[config.mk]
export PLATFORM = sky130hd
export DESIGN_NAME = rom_port_arbiter
export DESIGN_NICKNAME = d
export VERILOG_FILES = /design/src/rtl/rom_port_arbiter.sv
export SDC_FILE = /design/constraint.sdc
export NUM_CORES = 1
export LEC_CHECK = 0
export BUFFER_PORTS_ARGS = -buffer_cell sky130_fd_sc_hd__buf_2
export CORE_MARGIN = 8
export CORE_UTILIZATION = 52
export CTS_CLUSTER_DIAMETER = 50
export DETAILED_ROUTE_END_ITERATION = 7
export GPL_TIMING_DRIVEN = 0
export PLACE_DENSITY = 0.81
export SLEW_MARGIN = 40
export SYNTH_ARGS = -nofsm -noshare
export SYNTH_HDL_FRONTEND = slang
export SYNTH_SLANG_ARGS = --single-unit
[constraint.sdc]
create_clock -name clk_sys -period 2.8 [get_ports clk_sys]
set_input_delay 0.42 -clock clk_sys [delete_from_list [all_inputs] [get_ports clk_sys]]
set_output_delay 0.42 -clock clk_sys [all_outputs]
set_load 0.1 [all_outputs]
[src/rtl/rom_port_arbiter.sv]
// Shares one synchronous ROM/RAM port between a download writer and three CPU readers.
// Buffered download writes take priority; reads are granted round-robin, one in flight.
module rom_port_arbiter #(
    parameter int unsigned AW = 17,
    parameter int unsigned DW = 8
) (
    input  logic            clk_sys,
    input  logic            reset_n,
    input  logic            dn_active,
    input  logic            dn_wr,
    input  logic [AW-1:0]   dn_addr,
    input  logic [DW-1:0]   dn_data,
    input  logic [2:0]      rd_req,
    input  logic [3*AW-1:0] rd_addr,
    output logic [2:0]      rd_ack,
    output logic [DW-1:0]   rd_data,
    output logic [AW-1:0]   mem_addr,
    output logic            mem_we,
    output logic [DW-1:0]   mem_wdata,
    input  logic [DW-1:0]   mem_rdata,
    output logic            dl_busy,
    output logic            dl_overflow
);

    typedef enum logic [1:0] {
        IDLE     = 2'd0,
        WRITE    = 2'd1,
        RD_ISSUE = 2'd2,
        RD_WAIT  = 2'd3
    } state_t;

    state_t          state_q;
    state_t          state_d;
    logic            grant;

    logic            wbuf_valid;
    logic [AW-1:0]   wbuf_addr;
    logic [DW-1:0]   wbuf_data;
    logic            dn_active_q;

    logic [1:0]      last_grant;
    logic [1:0]      rd_idx;
    logic [2:0]      eligible;
    logic [1:0]      cand0;
    logic [1:0]      cand1;
    logic [1:0]      cand2;
    logic            grant_valid;
    logic [1:0]      grant_idx;

    logic [AW-1:0]   req_addr [3];

    logic            wr_accept;
    logic            wr_drain;
    logic            wr_drop;

    function automatic logic [1:0] next_idx(input logic [1:0] i);
        return (i == 2'd2) ? 2'd0 : 2'(i + 2'd1);
    endfunction

    for (genvar g = 0; g < 3; g++) begin : g_unpack
        assign req_addr[g] = rd_addr[g*AW +: AW];
    end

    assign wr_accept = dn_wr & dn_active;
    assign wr_drain  = (state_q == WRITE);
    assign wr_drop   = wr_accept & wbuf_valid & ~wr_drain;
    assign dl_busy   = dn_active | wbuf_valid | wr_drain;

    // Round-robin pick starting after the last granted requester.
    always_comb begin
        eligible    = rd_req & ~rd_ack;
        cand0       = next_idx(last_grant);
        cand1       = next_idx(cand0);
        cand2       = next_idx(cand1);
        grant_valid = 1'b0;
        grant_idx   = cand0;
        if (eligible[cand0]) begin
            grant_valid = 1'b1;
            grant_idx   = cand0;
        end else if (eligible[cand1]) begin
            grant_valid = 1'b1;
            grant_idx   = cand1;
        end else if (eligible[cand2]) begin
            grant_valid = 1'b1;
            grant_idx   = cand2;
        end
    end

    // Next-state logic.
    always_comb begin
        state_d = state_q;
        grant   = 1'b0;
        case (state_q)
            IDLE: begin
                if (wbuf_valid) begin
                    state_d = WRITE;
                end else if (!dn_active && grant_valid) begin
                    state_d = RD_ISSUE;
                    grant   = 1'b1;
                end
            end
            WRITE:    state_d = IDLE;
            RD_ISSUE: state_d = RD_WAIT;
            RD_WAIT:  state_d = IDLE;
            default:  state_d = IDLE;
        endcase
    end

    always_ff @(posedge clk_sys or negedge reset_n) begin
        if (!reset_n) begin
            state_q <= IDLE;
        end else begin
            state_q <= state_d;
        end
    end

    // Write buffer and overflow flag; a write landing on the drain cycle refills the buffer.
    always_ff @(posedge clk_sys or negedge reset_n) begin
        if (!reset_n) begin
            wbuf_valid  <= 1'b0;
            wbuf_addr   <= '0;
            wbuf_data   <= '0;
            dn_active_q <= 1'b0;
            dl_overflow <= 1'b0;
        end else begin
            dn_active_q <= dn_active;
            if (wr_accept && (!wbuf_valid || wr_drain)) begin
                wbuf_valid <= 1'b1;
                wbuf_addr  <= dn_addr;
                wbuf_data  <= dn_data;
            end else if (wr_drain) begin
                wbuf_valid <= 1'b0;
            end
            if (wr_drop) begin
                dl_overflow <= 1'b1;
            end else if (dn_active && !dn_active_q) begin
                dl_overflow <= 1'b0;
            end
        end
    end

    // Memory port drive, grant bookkeeping and read return.
    always_ff @(posedge clk_sys or negedge reset_n) begin
        if (!reset_n) begin
            mem_we     <= 1'b0;
            mem_addr   <= '0;
            mem_wdata  <= '0;
            last_grant <= 2'd2;
            rd_idx     <= 2'd0;
            rd_ack     <= 3'b000;
            rd_data    <= '0;
        end else begin
            mem_we <= (state_d == WRITE);
            if (state_q == IDLE && state_d == WRITE) begin
                mem_addr  <= wbuf_addr;
                mem_wdata <= wbuf_data;
            end else if (grant) begin
                mem_addr   <= req_addr[grant_idx];
                last_grant <= grant_idx;
                rd_idx     <= grant_idx;
            end
            rd_ack <= 3'b000;
            if (state_q == RD_WAIT) begin
                rd_ack[rd_idx] <= 1'b1;
                rd_data        <= mem_rdata;
            end
        end
    end

endmodule

# Word-level counts from Yosys, hierarchy flattened
# Cells that the tools add are included.
# totals
register_bits	71
inputBits	91
# op_classes
n_addsub	3
magnitude_cmp	6
n_reduce_logical	15
bitwise_logic	10
eq_ne	7
muxes	33
# ops
op	count
2-to-1 mux 17 bit	4
binary-select mux 17 bit (select 2 bit)	1
2-to-1 mux 2 bit	8
2-to-1 mux 1 bit	14
less-than comparator 2 x 3 -> 1 bit, second input constant	4
== test 2 bit, second input constant	5
adder 2 x 1 -> 2 bit, second input constant	3
binary-select mux 1 bit (select 2 bit)	3
case mux 2 bit (3 select lines)	1
nonzero test 2 bit	3
logical AND 1 bit	5
== test 2 x 1 -> 1 bit, second input constant	2
bitwise AND 1 bit	3
bitwise AND 3 bit	1
>= comparator 3 bit, second input constant	1
zero test 1 bit	3
2-to-1 mux 3 bit	1
NOT 2 -> 3 bit	1
NOT 3 bit	1
demux 1 bit (select 2 bit)	1
>= comparator 2 x 1 -> 1 bit, second input constant	1
zero test 2 bit	1
NOT 1 bit	2
bitwise OR 1 bit	2
3 further kinds	3

# Logic depth before layout (Yosys ltp)
# depth
depth_word	19
depth_mapped	7
depth_no_buf	5

# Worst setup path before layout
# Ideal clock, no wire load.
# synth_path
path_type	reg-to-reg
from	register rd_ack[2]
to	register mem_addr[10]
arrival_ps	2016
n_path_buf	2
setup_ps	132
path_stages_with_launch	8
slack_ps	652
path_cell_list	dfrtp_1 -> nand2b_1 -> a21oi_1 -> o31a_1 -> buf_6 -> buf_6 -> mux2i_1 -> o221ai_2
# synth_via
elab_chain_cells	14
# synth_lines
element	line_no	rtl
start: declaration	15	output logic [2:0] rd_ack,
start signal: assignment	150	rd_ack <= 3'b000;
start signal: assignment	162	rd_ack <= 3'b000;
start signal: indexed assignment	164	rd_ack[rd_idx] <= 1'b1;
NOT 3 bit (*)	71	eligible = rd_req & ~rd_ack;
bitwise AND 3 bit (*)	71	
binary-select mux 1 bit (select 2 bit)	83	end else if (eligible[cand2]) begin
2-to-1 mux 1 bit (implied by the code)	83	
2-to-1 mux 1 bit	83	
2-to-1 mux 1 bit	80	end else if (eligible[cand1]) begin
2-to-1 mux 1 bit	77	if (eligible[cand0]) begin
logical AND 1 bit	97	end else if (!dn_active && grant_valid) begin
2-to-1 mux 2 bit	97	
2-to-1 mux 2 bit	95	if (wbuf_valid) begin
case mux 2 bit (3 select lines)	93	case (state_q)
== test 2 x 1 -> 1 bit	154	if (state_q == IDLE && state_d == WRITE) begin
logical AND 1 bit	154	
2-to-1 mux 17 bit / nonzero test 2 bit (equally long branches)	n/a	
end signal: assignment	155	mem_addr <= wbuf_addr;
end signal: assignment	158	mem_addr <= req_addr[grant_idx];
end: declaration	17	output logic [AW-1:0] mem_addr,
# Every way passes the cells marked *; elsewhere a longest branch is shown, timed or not. The select of a mux whose other input is x is not followed.
# A chain may end at the register's enable or synchronous reset.

# Final worst setup path
# layout_path
from	register state_q[1]
to	output port dl_busy
# layout_via
elab_chain_cells	2
# layout_lines
element	line_no	rtl
start: declaration	32	state_t state_q;
start signal: assignment	113	state_q <= state_d;
== test 2 x 1 -> 1 bit	65	assign wr_drain = (state_q == WRITE);
bitwise OR 1 bit	67	assign dl_busy = dn_active | wbuf_valid | wr_drain;
end: declaration	21	output logic dl_busy,
# Every way passes these cells.

==> impl_metrics.tcl <==
set metrics [dict create \
    yosys_warnings 0 \
    ys_seq_area_share_pct 54.9 \
    cts_resized 0 \
    initial_utilization_pct 54.0 \
    pre_cts_ws_ps 882 \
    worst_pin_slew_ps 513 \
    synth_xor_area_share_pct 0 \
    vias 2605 \
    synthesis.nets 359 \
    critical_path_class "flop to output port" \
    tns_ps 0 \
    cap_violations 0 \
    post_synth.cell_area_avg_um2 11.9 \
    cts_buffers 9 \
    layout_min_cycle_time_ps 1880 \
    firstDrtPassIters 4 \
    final.period_utilization_pct 67.1 \
    synth_cells 268 \
    rr_worst_depth 7 \
    hold_viol 0 \
    hold_start "dn_active" \
    ios 130 \
    cp-end-kind "output port" \
    fin_area_mm2 0.00416 \
    synth_top_area_share_pct 54.0 \
    relSlewSlack_pct 66.0 \
    cp.required_ps 2380 \
    synthDistinctLibCells 35 \
    layout-drive-gt1-share_pct 48.8 \
    area_growth_pct 30.2 \
    clk_pin_slew_ps 70 \
    holdCritPathClass "primary input to flop" \
    path_max_fanout 5 \
    grt_overflow 0 \
    status "finished, final reports clean" \
    grt_max_degree 37 \
    reg2reg_to "mem_addr[10]" \
    dieArea_mm2 0.00891 \
    ff_latch_area_mm2 0.00175 \
    routabilityCongestion 0.745 \
    die_w_um 94.4 \
    clock_latency_ps 340 \
    finalSetupViolCount 0 \
    synth-seq-cells 70 \
    yosys.area_share.simple_pct 10.3 \
    synth-edff-count 0 \
    synthMostInstantiatedCell "dfrtp_1" \
    synthArstFlopShare_pct 100 \
    n_antenna_cell 0 \
    wire_per_inst_um 17.2 \
    port_buffers 129 \
    reg2reg_from "rd_ack[2]" \
    antenna_found_initial 0 \
    synth_compound_area_share_pct 12.5 \
    ant_nets 0 \
    place_hpwl_um 6400 \
    cts_tree "done" \
    wirelength_um 8390 \
    r2r_slack_ps 930 \
    rsz0062_at_grt "no" \
    fmax_ghz 0.532 \
    root_buffer "clkbuf_8" \
    ys.flop_type "dfrtp_1" \
    yosysTopAreaCell "dfrtp_1" \
    fin_nets 501 \
    clock_path_buffers 2 \
    first_iter_violations 98 \
    yosys-mux-area-fraction_pct 17.0 \
    synth_fa_ha_area_share_pct 0 \
    synth_top_family_by_area "multiplexers" \
    place_area_mm2 0.00396 \
    fp-row-count 28 \
    multi_input_area_mm2 0.00127 \
    whs_endpoint "dn_active_q" \
    grt_pass1_vias 2863 \
    fin_skew_ps 8.32 \
    grt_pass1_wl_um 13600 \
    cp-start-kind "flop" \
    viasPerCell 5.33 \
    cts_num_sinks 70 \
    slew_violations 0 \
    die_h_um 94.4 \
    netlist_area_mm2 0.00320 \
    worstPathArrival_ps 1460 \
    whs_path_depth 1 \
    synth_area_leaders "dfrtp_1 54%, mux2_2 12%, mux2i_1 5.3%" \
    core_area_mm2 0.00592 \
    htree_levels 3 \
    grt.total_usage_pct 19.9 \
    setup_ws_ps 922 \
    num-fill-cells 462 \
    synthTopCellsByCount "69 x dfrtp_1, 33 x mux2_2, 32 x nand2_1" \
    drc 0 \
]
## stage by stage
step	util (%)	hold slack (ps)	instances
after floorplan	-	124	268
after global placement	66.5	442	472
after detailed placement	66.9	334	473
after CTS	70.3	242	489
after global routing	70.3	244	489
final	70.3	250	489
## cell type report
| cell class | instances | share of cell area, % |
|---|---|---|
| buffer | 14 | 2.32 |
| clock buffer | 12 | 3.49 |
| clock inverter | 3 | 1.08 |
| inverter | 21 | 1.89 |
| multi-input combinational | 163 | 30.5 |
| sequential | 70 | 42.1 |
| tap | 75 | 2.25 |
| timing repair buffer | 131 | 16.4 |
## cells in the final DEF (no fill, tap or decap), types with 2 or more instances in the layout
cell	synthesis	final
o21ai_0	5	5
o221ai_2	10	10
a21oi_1	18	18
nand2b_1	3	3
nand2_1	32	32
clkbuf_1	4	6
nor2_1	4	4
buf_2	2	130
buf_6	4	5
nor3b_1	2	2
buf_4	3	3
clkbuf_8	0	10
inv_1	20	20
clkinvlp_4	0	2
and3_1	17	17
mux2i_1	17	17
o221ai_1	7	7
mux2_2	33	33
dfrtp_1	69	69
## layer usage
layer  routed length (µm)  GRT usage (%)  vias up
met5                    0              0        -
met4                  162           7.27        0
met3                  776           9.05       15
met2                 4090           31.7      105
met1                 3360           23.1     1254
li1                     -              -     1231
## registers in the layout (all words and copies together) (netlist names), 2 cells and up
register	count
state_q	2
wbuf_data	8
rd_ack	3
last_grant	2
rd_data	8
mem_addr	17
wbuf_addr	17
mem_wdata	8
## kinds of logic after synthesis
group / Yosys count
multiplexers: 50
AO/OA/AOI/OAI: 49
AND/OR/NAND/NOR: 64
flip-flops: 70
buffers and inverters: 35
## critical path, stage by stage (launching register included)
cell and delay [ps]:
dfrtp_1 430, inv_1 90, nand2_1 90, nand2_1 80, buf_2 420
## worst max path at each step
stage,startpoint,to,cells after the start
floorplan,rd_ack[2],mem_addr[10],7
global placement,state_q[0],mem_addr[7],6
detailed placement,rd_req[2],mem_addr[10],8
CTS,state_q[1],dl_busy,4
global route,state_q[1],mem_addr[9],6
finish,state_q[1],dl_busy,4
## timing repair
action,CTS,global route
buffers inserted,0,0
hold buffers,1,0
hold endpoints to repair,35,0
Power is not shown: default switching activity piles up to over one toggle a cycle in this logic, so the estimate is an artifact.
